`src/rtl/tank_pkg.sv`:
```
// Shared types and constants for the enemy tank AI.
// Directions match the sprite ROM orientation encoding (1..4).
package tank_pkg;

    typedef enum logic [2:0] {
        UP    = 3'd1,
        RIGHT = 3'd2,
        LEFT  = 3'd3,
        DOWN  = 3'd4
    } dir_t;

    typedef enum logic [1:0] {
        IDLE   = 2'd0,
        DECIDE = 2'd1,
        PAUSE  = 2'd2,
        MOVE   = 2'd3
    } ai_state_t;

    localparam logic WANDER = 1'b0;
    localparam logic CHASE  = 1'b1;

    localparam int SCREEN_W = 640;
    localparam int SCREEN_H = 480;

    function automatic logic [10:0] abs11(input logic signed [10:0] v);
        return v[10] ? 11'(-v) : 11'(v);
    endfunction

endpackage

```
`src/rtl/tank_ai_ctrl_if.sv`:
```
// Signal bundle between the tank AI and its surroundings (player, bullet engine, VGA).
// master = the AI block, slave = the environment driving it.
interface tank_ai_ctrl_if;
    logic       enable;
    logic       mode;
    logic [9:0] target_X;
    logic [9:0] target_Y;
    logic       fire_ack;
    logic [9:0] DrawX;
    logic [9:0] DrawY;
    logic [9:0] tank_X;
    logic [9:0] tank_Y;
    logic [2:0] tank_dir;
    logic       is_tank;
    logic       fire_req;
    logic [1:0] state_dbg;

    modport master (
        input  enable, mode, target_X, target_Y, fire_ack, DrawX, DrawY,
        output tank_X, tank_Y, tank_dir, is_tank, fire_req, state_dbg
    );

    modport slave (
        output enable, mode, target_X, target_Y, fire_ack, DrawX, DrawY,
        input  tank_X, tank_Y, tank_dir, is_tank, fire_req, state_dbg
    );
endinterface

```
`src/rtl/tank_ai_ctrl_lfsr16.sv`:
```
// 16-bit Galois LFSR (taps 16/14/13/11), steps only when advance is high.
// A zero seed would lock up, so it is replaced by 1.
module lfsr16 #(
    parameter logic [15:0] SEED = 16'hACE1
) (
    input  logic        Clk,
    input  logic        Reset_n,
    input  logic        advance,
    output logic [15:0] out
);
    localparam logic [15:0] SEED_NZ = (SEED == 16'h0000) ? 16'h0001 : SEED;

    logic [15:0] state_q, state_d;

    always_comb begin
        state_d = state_q;
        if (advance) begin
            state_d = {1'b0, state_q[15:1]} ^ (state_q[0] ? 16'hB400 : 16'h0000);
        end
    end

    always_ff @(posedge Clk or negedge Reset_n) begin
        if (!Reset_n) begin
            state_q <= SEED_NZ;
        end else begin
            state_q <= state_d;
        end
    end

    assign out = state_q;
endmodule

```
`src/rtl/tank_ai_ctrl.sv`:
```
// Enemy tank AI: WANDER/CHASE FSM stepping once per synchronised frame tick,
// clamped to the arena, with a fire request held until acked then a cooldown.
module tank_ai_ctrl
    import tank_pkg::*;
#(
    parameter int          X_START       = 100,
    parameter int          Y_START       = 380,
    parameter int          X_MIN         = 0,
    parameter int          X_MAX         = SCREEN_W - 1,
    parameter int          Y_MIN         = 0,
    parameter int          Y_MAX         = SCREEN_H - 1,
    parameter int          SIZE          = 32,
    parameter int          STEP          = 1,
    parameter int          DWELL_FRAMES  = 100,
    parameter int          PAUSE_FRAMES  = 8,
    parameter int          FIRE_COOLDOWN = 60,
    parameter int          ALIGN_TOL     = 4,
    parameter logic [15:0] LFSR_SEED     = 16'hACE1
) (
    input  logic           Clk,
    input  logic           Reset_n,
    input  logic           frame_clk,
    tank_ai_ctrl_if.master bus
);
    localparam logic signed [10:0] X_LO   = 11'(X_MIN);
    localparam logic signed [10:0] X_HI   = 11'(X_MAX - SIZE + 1);
    localparam logic signed [10:0] Y_LO   = 11'(Y_MIN);
    localparam logic signed [10:0] Y_HI   = 11'(Y_MAX - SIZE + 1);
    localparam logic signed [10:0] STEP_S = 11'(STEP);
    localparam logic [10:0]        TOL    = 11'(ALIGN_TOL);
    localparam logic [10:0]        SPAN   = 11'(SIZE - 1);
    localparam logic [15:0]        PAUSE_W = 16'(PAUSE_FRAMES);
    localparam logic [15:0]        DWELL_W = 16'(DWELL_FRAMES);
    localparam logic [15:0]        COOL_W  = 16'(FIRE_COOLDOWN);
    localparam logic [9:0]         X_RST   = 10'(X_START);
    localparam logic [9:0]         Y_RST   = 10'(Y_START);

    logic [2:0]         sync_q, sync_d;   // [0],[1] synchroniser, [2] edge-detect history
    logic               tick_q, tick_d;
    ai_state_t          state_q, state_d;
    logic [9:0]         x_q, x_d, y_q, y_d;
    dir_t               dir_q, dir_d;
    logic [15:0]        dwell_q, dwell_d, pause_q, pause_d, cool_q, cool_d;
    logic               fire_q, fire_d;
    logic [15:0]        lfsr;
    logic               run;
    logic signed [10:0] dx, dy, cand_x, cand_y, clamp_x, clamp_y;
    logic [10:0]        adx, ady;
    logic               blocked, ahead, fire_cond;
    dir_t               chase_dir, new_dir;
    logic               unused_lfsr;

    lfsr16 #(.SEED(LFSR_SEED)) u_lfsr (
        .Clk     (Clk),
        .Reset_n (Reset_n),
        .advance (tick_q),
        .out     (lfsr)
    );

    assign unused_lfsr = ^{lfsr[15:8], lfsr[3:2]};

    always_comb begin
        sync_d = {sync_q[1:0], frame_clk};
        tick_d = sync_q[1] & ~sync_q[2];
    end

    assign run = tick_q & bus.enable;

    // Geometry: deltas to the target, candidate step and clamping.
    always_comb begin
        dx  = signed'({1'b0, bus.target_X}) - signed'({1'b0, x_q});
        dy  = signed'({1'b0, bus.target_Y}) - signed'({1'b0, y_q});
        adx = abs11(dx);
        ady = abs11(dy);

        cand_x = signed'({1'b0, x_q});
        cand_y = signed'({1'b0, y_q});
        case (dir_q)
            RIGHT:   cand_x = cand_x + STEP_S;
            LEFT:    cand_x = cand_x - STEP_S;
            DOWN:    cand_y = cand_y + STEP_S;
            UP:      cand_y = cand_y - STEP_S;
            default: ;
        endcase

        clamp_x = cand_x;
        if (cand_x < X_LO)      clamp_x = X_LO;
        else if (cand_x > X_HI) clamp_x = X_HI;
        clamp_y = cand_y;
        if (cand_y < Y_LO)      clamp_y = Y_LO;
        else if (cand_y > Y_HI) clamp_y = Y_HI;
        blocked = (clamp_x != cand_x) || (clamp_y != cand_y);

        // Tie on |dx| == |dy| favours the horizontal axis.
        chase_dir = dir_q;
        if (dx != 11'sd0 || dy != 11'sd0) begin
            if (adx >= ady) chase_dir = dx[10] ? LEFT : RIGHT;
            else            chase_dir = dy[10] ? UP : DOWN;
        end
        new_dir = (bus.mode == CHASE) ? chase_dir : dir_t'({1'b0, lfsr[1:0]} + 3'd1);

        ahead = 1'b0;
        case (dir_q)
            RIGHT:   ahead = !dx[10] && (dx != 11'sd0) && (ady <= TOL);
            LEFT:    ahead =  dx[10] && (ady <= TOL);
            DOWN:    ahead = !dy[10] && (dy != 11'sd0) && (adx <= TOL);
            UP:      ahead =  dy[10] && (adx <= TOL);
            default: ahead = 1'b0;
        endcase
        fire_cond = (bus.mode == CHASE) ? ahead : (lfsr[7:4] == 4'h0);
    end

    always_comb begin
        state_d = state_q;
        x_d     = x_q;
        y_d     = y_q;
        dir_d   = dir_q;
        dwell_d = dwell_q;
        pause_d = pause_q;
        cool_d  = cool_q;
        fire_d  = fire_q;

        case (state_q)
            IDLE: begin
                if (run) state_d = DECIDE;
            end
            DECIDE: begin
                if (bus.enable) begin
                    dir_d   = new_dir;
                    dwell_d = 16'd0;
                    pause_d = PAUSE_W;
                    state_d = PAUSE;
                end
            end
            PAUSE: begin
                if (run) begin
                    if (pause_q <= 16'd1) begin
                        pause_d = 16'd0;
                        state_d = MOVE;
                    end else begin
                        pause_d = pause_q - 16'd1;
                    end
                end
            end
            MOVE: begin
                if (run) begin
                    x_d = clamp_x[9:0];
                    y_d = clamp_y[9:0];
                    if (blocked) begin
                        state_d = DECIDE;
                    end else begin
                        dwell_d = dwell_q + 16'd1;
                        if (dwell_q + 16'd1 >= DWELL_W) state_d = DECIDE;
                    end
                end
            end
            default: state_d = IDLE;
        endcase

        // An ack always takes priority over a fresh request in the same cycle.
        if (fire_q && bus.fire_ack) begin
            fire_d = 1'b0;
            cool_d = COOL_W;
        end else begin
            if (run && cool_q != 16'd0) cool_d = cool_q - 16'd1;
            if (run && state_q == MOVE && cool_q == 16'd0 && !fire_q && fire_cond) begin
                fire_d = 1'b1;
            end
        end
    end

    always_ff @(posedge Clk or negedge Reset_n) begin
        if (!Reset_n) begin
            sync_q  <= 3'b000;
            tick_q  <= 1'b0;
            state_q <= IDLE;
            x_q     <= X_RST;
            y_q     <= Y_RST;
            dir_q   <= UP;
            dwell_q <= 16'd0;
            pause_q <= 16'd0;
            cool_q  <= 16'd0;
            fire_q  <= 1'b0;
        end else begin
            sync_q  <= sync_d;
            tick_q  <= tick_d;
            state_q <= state_d;
            x_q     <= x_d;
            y_q     <= y_d;
            dir_q   <= dir_d;
            dwell_q <= dwell_d;
            pause_q <= pause_d;
            cool_q  <= cool_d;
            fire_q  <= fire_d;
        end
    end

    always_comb begin
        bus.tank_X    = x_q;
        bus.tank_Y    = y_q;
        bus.tank_dir  = dir_q;
        bus.state_dbg = state_q;
        bus.fire_req  = fire_q;
        bus.is_tank   = ({1'b0, bus.DrawX} >= {1'b0, x_q}) && ({1'b0, bus.DrawX} <= {1'b0, x_q} + SPAN) &&
                        ({1'b0, bus.DrawY} >= {1'b0, y_q}) && ({1'b0, bus.DrawY} <= {1'b0, y_q} + SPAN);
    end
endmodule

```
`src/flat_wrapper.sv`:
```
// flat-port wrapper written by rule: the top's interface ports become plain ports
module tank_ai_ctrl_flat import tank_pkg::*;
#(
    parameter int          X_START       = 100,
    parameter int          Y_START       = 380,
    parameter int          X_MIN         = 0,
    parameter int          X_MAX         = SCREEN_W - 1,
    parameter int          Y_MIN         = 0,
    parameter int          Y_MAX         = SCREEN_H - 1,
    parameter int          SIZE          = 32,
    parameter int          STEP          = 1,
    parameter int          DWELL_FRAMES  = 100,
    parameter int          PAUSE_FRAMES  = 8,
    parameter int          FIRE_COOLDOWN = 60,
    parameter int          ALIGN_TOL     = 4,
    parameter logic [15:0] LFSR_SEED     = 16'hACE1
)
  (Clk, Reset_n, frame_clk, bus_enable, bus_mode, bus_target_X, bus_target_Y, bus_fire_ack, bus_DrawX, bus_DrawY, bus_tank_X, bus_tank_Y, bus_tank_dir, bus_is_tank, bus_fire_req, bus_state_dbg);
  tank_ai_ctrl_if bus_i ();
  input  logic Clk;
  input  logic Reset_n;
  input  logic frame_clk;
  input wire logic [$bits(bus_i.enable)-1:0] bus_enable;
  input wire logic [$bits(bus_i.mode)-1:0] bus_mode;
  input wire logic [$bits(bus_i.target_X)-1:0] bus_target_X;
  input wire logic [$bits(bus_i.target_Y)-1:0] bus_target_Y;
  input wire logic [$bits(bus_i.fire_ack)-1:0] bus_fire_ack;
  input wire logic [$bits(bus_i.DrawX)-1:0] bus_DrawX;
  input wire logic [$bits(bus_i.DrawY)-1:0] bus_DrawY;
  output wire logic [$bits(bus_i.tank_X)-1:0] bus_tank_X;
  output wire logic [$bits(bus_i.tank_Y)-1:0] bus_tank_Y;
  output wire logic [$bits(bus_i.tank_dir)-1:0] bus_tank_dir;
  output wire logic [$bits(bus_i.is_tank)-1:0] bus_is_tank;
  output wire logic [$bits(bus_i.fire_req)-1:0] bus_fire_req;
  output wire logic [$bits(bus_i.state_dbg)-1:0] bus_state_dbg;
  assign bus_i.enable = bus_enable;
  assign bus_i.mode = bus_mode;
  assign bus_i.target_X = bus_target_X;
  assign bus_i.target_Y = bus_target_Y;
  assign bus_i.fire_ack = bus_fire_ack;
  assign bus_i.DrawX = bus_DrawX;
  assign bus_i.DrawY = bus_DrawY;
  assign bus_tank_X = bus_i.tank_X;
  assign bus_tank_Y = bus_i.tank_Y;
  assign bus_tank_dir = bus_i.tank_dir;
  assign bus_is_tank = bus_i.is_tank;
  assign bus_fire_req = bus_i.fire_req;
  assign bus_state_dbg = bus_i.state_dbg;
  tank_ai_ctrl #(.X_START(X_START), .Y_START(Y_START), .X_MIN(X_MIN), .X_MAX(X_MAX), .Y_MIN(Y_MIN), .Y_MAX(Y_MAX), .SIZE(SIZE), .STEP(STEP), .DWELL_FRAMES(DWELL_FRAMES), .PAUSE_FRAMES(PAUSE_FRAMES), .FIRE_COOLDOWN(FIRE_COOLDOWN), .ALIGN_TOL(ALIGN_TOL), .LFSR_SEED(LFSR_SEED)) u_core (.Clk(Clk), .Reset_n(Reset_n), .frame_clk(frame_clk), .bus(bus_i));
endmodule
```
`config.mk`:
```
export PLATFORM = sky130hd
export DESIGN_NAME = tank_ai_ctrl_flat
export DESIGN_NICKNAME = d
export VERILOG_FILES = /design/src/rtl/tank_pkg.sv /design/src/rtl/tank_ai_ctrl_if.sv /design/src/rtl/tank_ai_ctrl_lfsr16.sv /design/src/rtl/tank_ai_ctrl.sv /design/src/flat_wrapper.sv
export SDC_FILE = /design/constraint.sdc
export NUM_CORES = 1
export LEC_CHECK = 0
export BUFFER_PORTS_ARGS = -buffer_cell sky130_fd_sc_hd__buf_2
export CAP_MARGIN = 20
export CELL_PAD_IN_SITES_DETAIL_PLACEMENT = 1
export CELL_PAD_IN_SITES_GLOBAL_PLACEMENT = 1
export CORE_UTILIZATION = 42
export DETAILED_ROUTE_END_ITERATION = 10
export MAX_ROUTING_LAYER = met4
export PLACE_DENSITY = 0.81
export SLEW_MARGIN = 40
export SYNTH_ARGS = -nofsm -noshare
export SYNTH_HDL_FRONTEND = slang
export SYNTH_HIERARCHICAL = 1
export SYNTH_SLANG_ARGS = --single-unit
```
`constraint.sdc`:
```
create_clock -name Clk -period 4.65 [get_ports Clk]
set_clock_uncertainty 0.05 [all_clocks]
set_input_delay 0.93 -clock Clk [delete_from_list [all_inputs] [get_ports Clk]]
set_output_delay 0.93 -clock Clk [all_outputs]
set_load 0.02 [all_outputs]
```
==> flow_summary.ini <==
[grt]
grt.met2_usage_pct = 42.3
met3_usage_pct = 2.34
grt_pass1_wl_um = 41800
grt_max_degree = 67
grt_antenna_before_repair = 0
grt_pass1_vias = 8497
busiest_layer = met2
track_usage_pct = 24.7
use_met1_pct = 30.1
grt_overflow_total = 0

[floorplanning]
ioPinCount = 73
core_um2 = 20300
die_x_um = 146
dieArea_um2 = 21400
row_count = 52
die_h_um = 146
initial_core_util_pct = 43.0

[run_status]
status = complete, no violations

[finish]
fin_util_pct = 49.5
fin_area_um2 = 10000
n_fill_cell = 2515
final_cells = 1407
post_route_cells_drive_above_1_share_pct = 18.2
ff_latch_area_um2 = 2380
layout_commonest_cell = ha_1
final_cell_mix = 94 x ha_1, 86 x nor2_1, 79 x nand2_1, 74 x dfrtp_1, 70 x buf_2
diodes = 0
syn_to_final_growth_pct = 15.0
multi_input_comb_area_um2 = 6120
nNetsFinal = 1277

[power]
p_leak_nw = 4.28
switching_share_pct = 49.4
powerDensity_nw_per_um2 = 775
ir_drop_v = 0.000373
pwr-share-clk_pct = 9.5
sequentialPowerShare_pct = 19.7
p_total_mw = 7.78
p_int_mw = 3.94
switchingPower_mw = 3.84
power.share.combinational_pct = 70.8

[worst_setup_path]
r2r_start = u_core/bus.tank_Y[4]
crit_path_max_incr_delay_ns = 0.53
crit_fanout = 4
ff2ff_path_depth = 18
endpoint = u_core/bus.tank_dir[2]
cp-start-kind = primary input
crit_path_top_delay_cell = or4b_4
worstPathArrival_ns = 4.72
cp_data_required_time_ns = 4.83
timing.rr.end = u_core/bus.tank_dir[2]
worst-setup-path-type = primary input to flip-flop
crit_path_cell_trace = buf_2 -> inv_1 -> ha_1 -> inv_1 -> fa_2 -> a211oi_4 -> or4b_2 -> nand4_1 -> a2111oi_4 -> or4b_4 -> nor2_4 -> nand2_1 -> ha_4 -> a21oi_2 -> nand2_2 -> nor2_2 -> a21oi_2 -> o31ai_4 -> buf_4 -> a22o_1 -> mux2_2
cp-startpoint = bus_target_Y[0]
r2r_slack_ns = 0.22
critPathCaptureType = flip-flop

[placement]
numPortBuffers = 72
dpl.cell_count = 1387
place_area_um2 = 9650
hpwl_um = 19400
routabilityCongestion = 0.886

[min_path]
hp-class = flip-flop to flip-flop

[sta]
tightest_slew_ns = 0.819
slew_violations = 0
hold_viol_final = 0
period_needed_ns = 4.54
setup_violations = 0
slew_headroom_pct = 45.2
period_share_pct = 97.7
fin_hold_ws_ns = 0.304
fmax_mhz = 220

[route]
vias = 8222
drt_pass1_iterations = 4
drt-initial-drc-count = 351
ant_nets = 0
drc = 0
routedWlPerCell_um = 17.9
vias_per_cell = 5.84
routed_wl_um = 25200

[yosys]
seq_area_frac_synth_pct = 27.2
async_flop_share_pct = 100
ys_dominant_reg_cell = dfrtp_1
syn_inst = 1034
synth-warning-count = 6
syn_nets = 1179
ys_seq_elements = 94
syn_area_um2 = 8730
synth-edff-count = 0
synth_cell_types = 83
synth.avg_cell_area_um2 = 8.44

[clocking]
cts-root-buf = clkbuf_16
holdBufCountCts = 0
cts.clk_slew.worst_paths_ns = 0.06
h-tree-depth = 3
cts.path.max_buffers = 2
tritoncts = done
cts_buffers = 9
clock-sinks = 94
clk_latency_ns = 0.35

[job]
maxCapViolCount = 0
logic make-up after synthesis:
| kind of cell | count (synthesis) | synth area share (%) |
|---|---|---|
| and+or+nand+nor | 382 | 22.7 |
| AOI/OAI and AO/OA | 266 | 19.8 |
| adders and majority gates | 99 | 14.4 |
| DFF | 94 | 27.2 |
| buffers and inverters | 85 | 4.24 |
| xor gates and xnor gates | 83 | 8.33 |
| muxes | 25 | 3.33 |
stage by stage:
stage,setup slack [ns],setup TNS [ns]
finish,0.107,0
global route,-0.0351,-0.0664
floorplan,0.000437,0
CTS,0.0438,0
detailed placement,-0.236,-0.427
global placement,-0.102,-0.180
sequential cells by signal, summed over array words and instances, names as in the netlist, 2 cells and up:
name,cells
u_core/cool_q,16
u_core/dwell_q,16
u_core/pause_q,16
u_core/u_lfsr/out,16
u_core/bus.tank_X,10
u_core/bus.tank_Y,10
u_core/bus.tank_dir,3
u_core/sync_q,3
u_core/bus.state_dbg,2
worst max-delay path, delay by kind of cell:
family | cells | cell delay, ns
adders and majority gates | 3 | 0.83
muxes | 1 | 0.26
buffers and inverters | 4 | 0.35
and+or+nand+nor | 7 | 1.22
AOI/OAI and AO/OA | 6 | 1.14
what timing repair did:
item,in CTS,in global routing
gates cloned,0,0
endpoints found under the hold margin,0,0
pin swaps,0,4
endpoints found under the setup margin,1,2
resized for setup,4,13
buffers inserted,0,4
Yosys cell counts (19+ instances only):
library cell | count | area share [%]
nand3_1 | 33 | 1.9
o21a_1 | 24 | 2.1
nand2b_1 | 19 | 1.4
xor2_1 | 24 | 2.4
dfrtp_1 | 76 | 22
inv_1 | 56 | 2.4
nand2_1 | 80 | 3.4
nor3_1 | 30 | 1.7
nor2_1 | 89 | 3.8
xnor2_1 | 59 | 5.9
ha_1 | 96 | 14
o21ai_0 | 67 | 3.8
a21oi_1 | 65 | 3.7
or3_1 | 23 | 1.6
routing by layer:
layer | part of all wire (%) | wire [um]
met1 | 46 | 11500
met2 | 49 | 12400
met3 | 2.3 | 588
met4 | 2.6 | 659
met5 | 0 | 0
power groups by stage:
stage / Combinational (mW) / Clock, mW / Sequential [mW]
6_report: 5.52 / 0.739 / 1.53
5_1_grt: 6.10 / 0.789 / 1.58
4_1_cts: 5.39 / 0.763 / 1.53
3_5_place_dp: 5.32 / 0 / 1.54
3_3_place_gp: 5.12 / 0 / 1.52
2_1_floorplan: 3.83 / 0 / 1.51
how the worst min path moves through the flow:
stage | from | endpoint | slack, ns | depth (start not counted)
4_1_cts | u_core/sync_q[0] | u_core/sync_q[1] | 0.31 | 0
3_3_place_gp | u_core/sync_q[0] | u_core/sync_q[1] | 0.29 | 0
5_1_grt | u_core/sync_q[0] | u_core/sync_q[1] | 0.32 | 0
6_report | u_core/sync_q[0] | u_core/sync_q[1] | 0.30 | 0
2_1_floorplan | u_core/sync_q[0] | u_core/sync_q[1] | 0.28 | 0
3_5_place_dp | u_core/sync_q[0] | u_core/sync_q[1] | 0.29 | 0
cell type report:
cell class                      count  area share, %
Multi-Input combinational cell    855           61.0
Timing Repair Buffer              115           6.89
Sequential cell                    94           23.7
Clock inverter                      4          0.287
Inverter                           57           2.16
Tap cell                          270           3.36
Clock buffer                       12           2.65
Power figures use the tool's default switching activity.
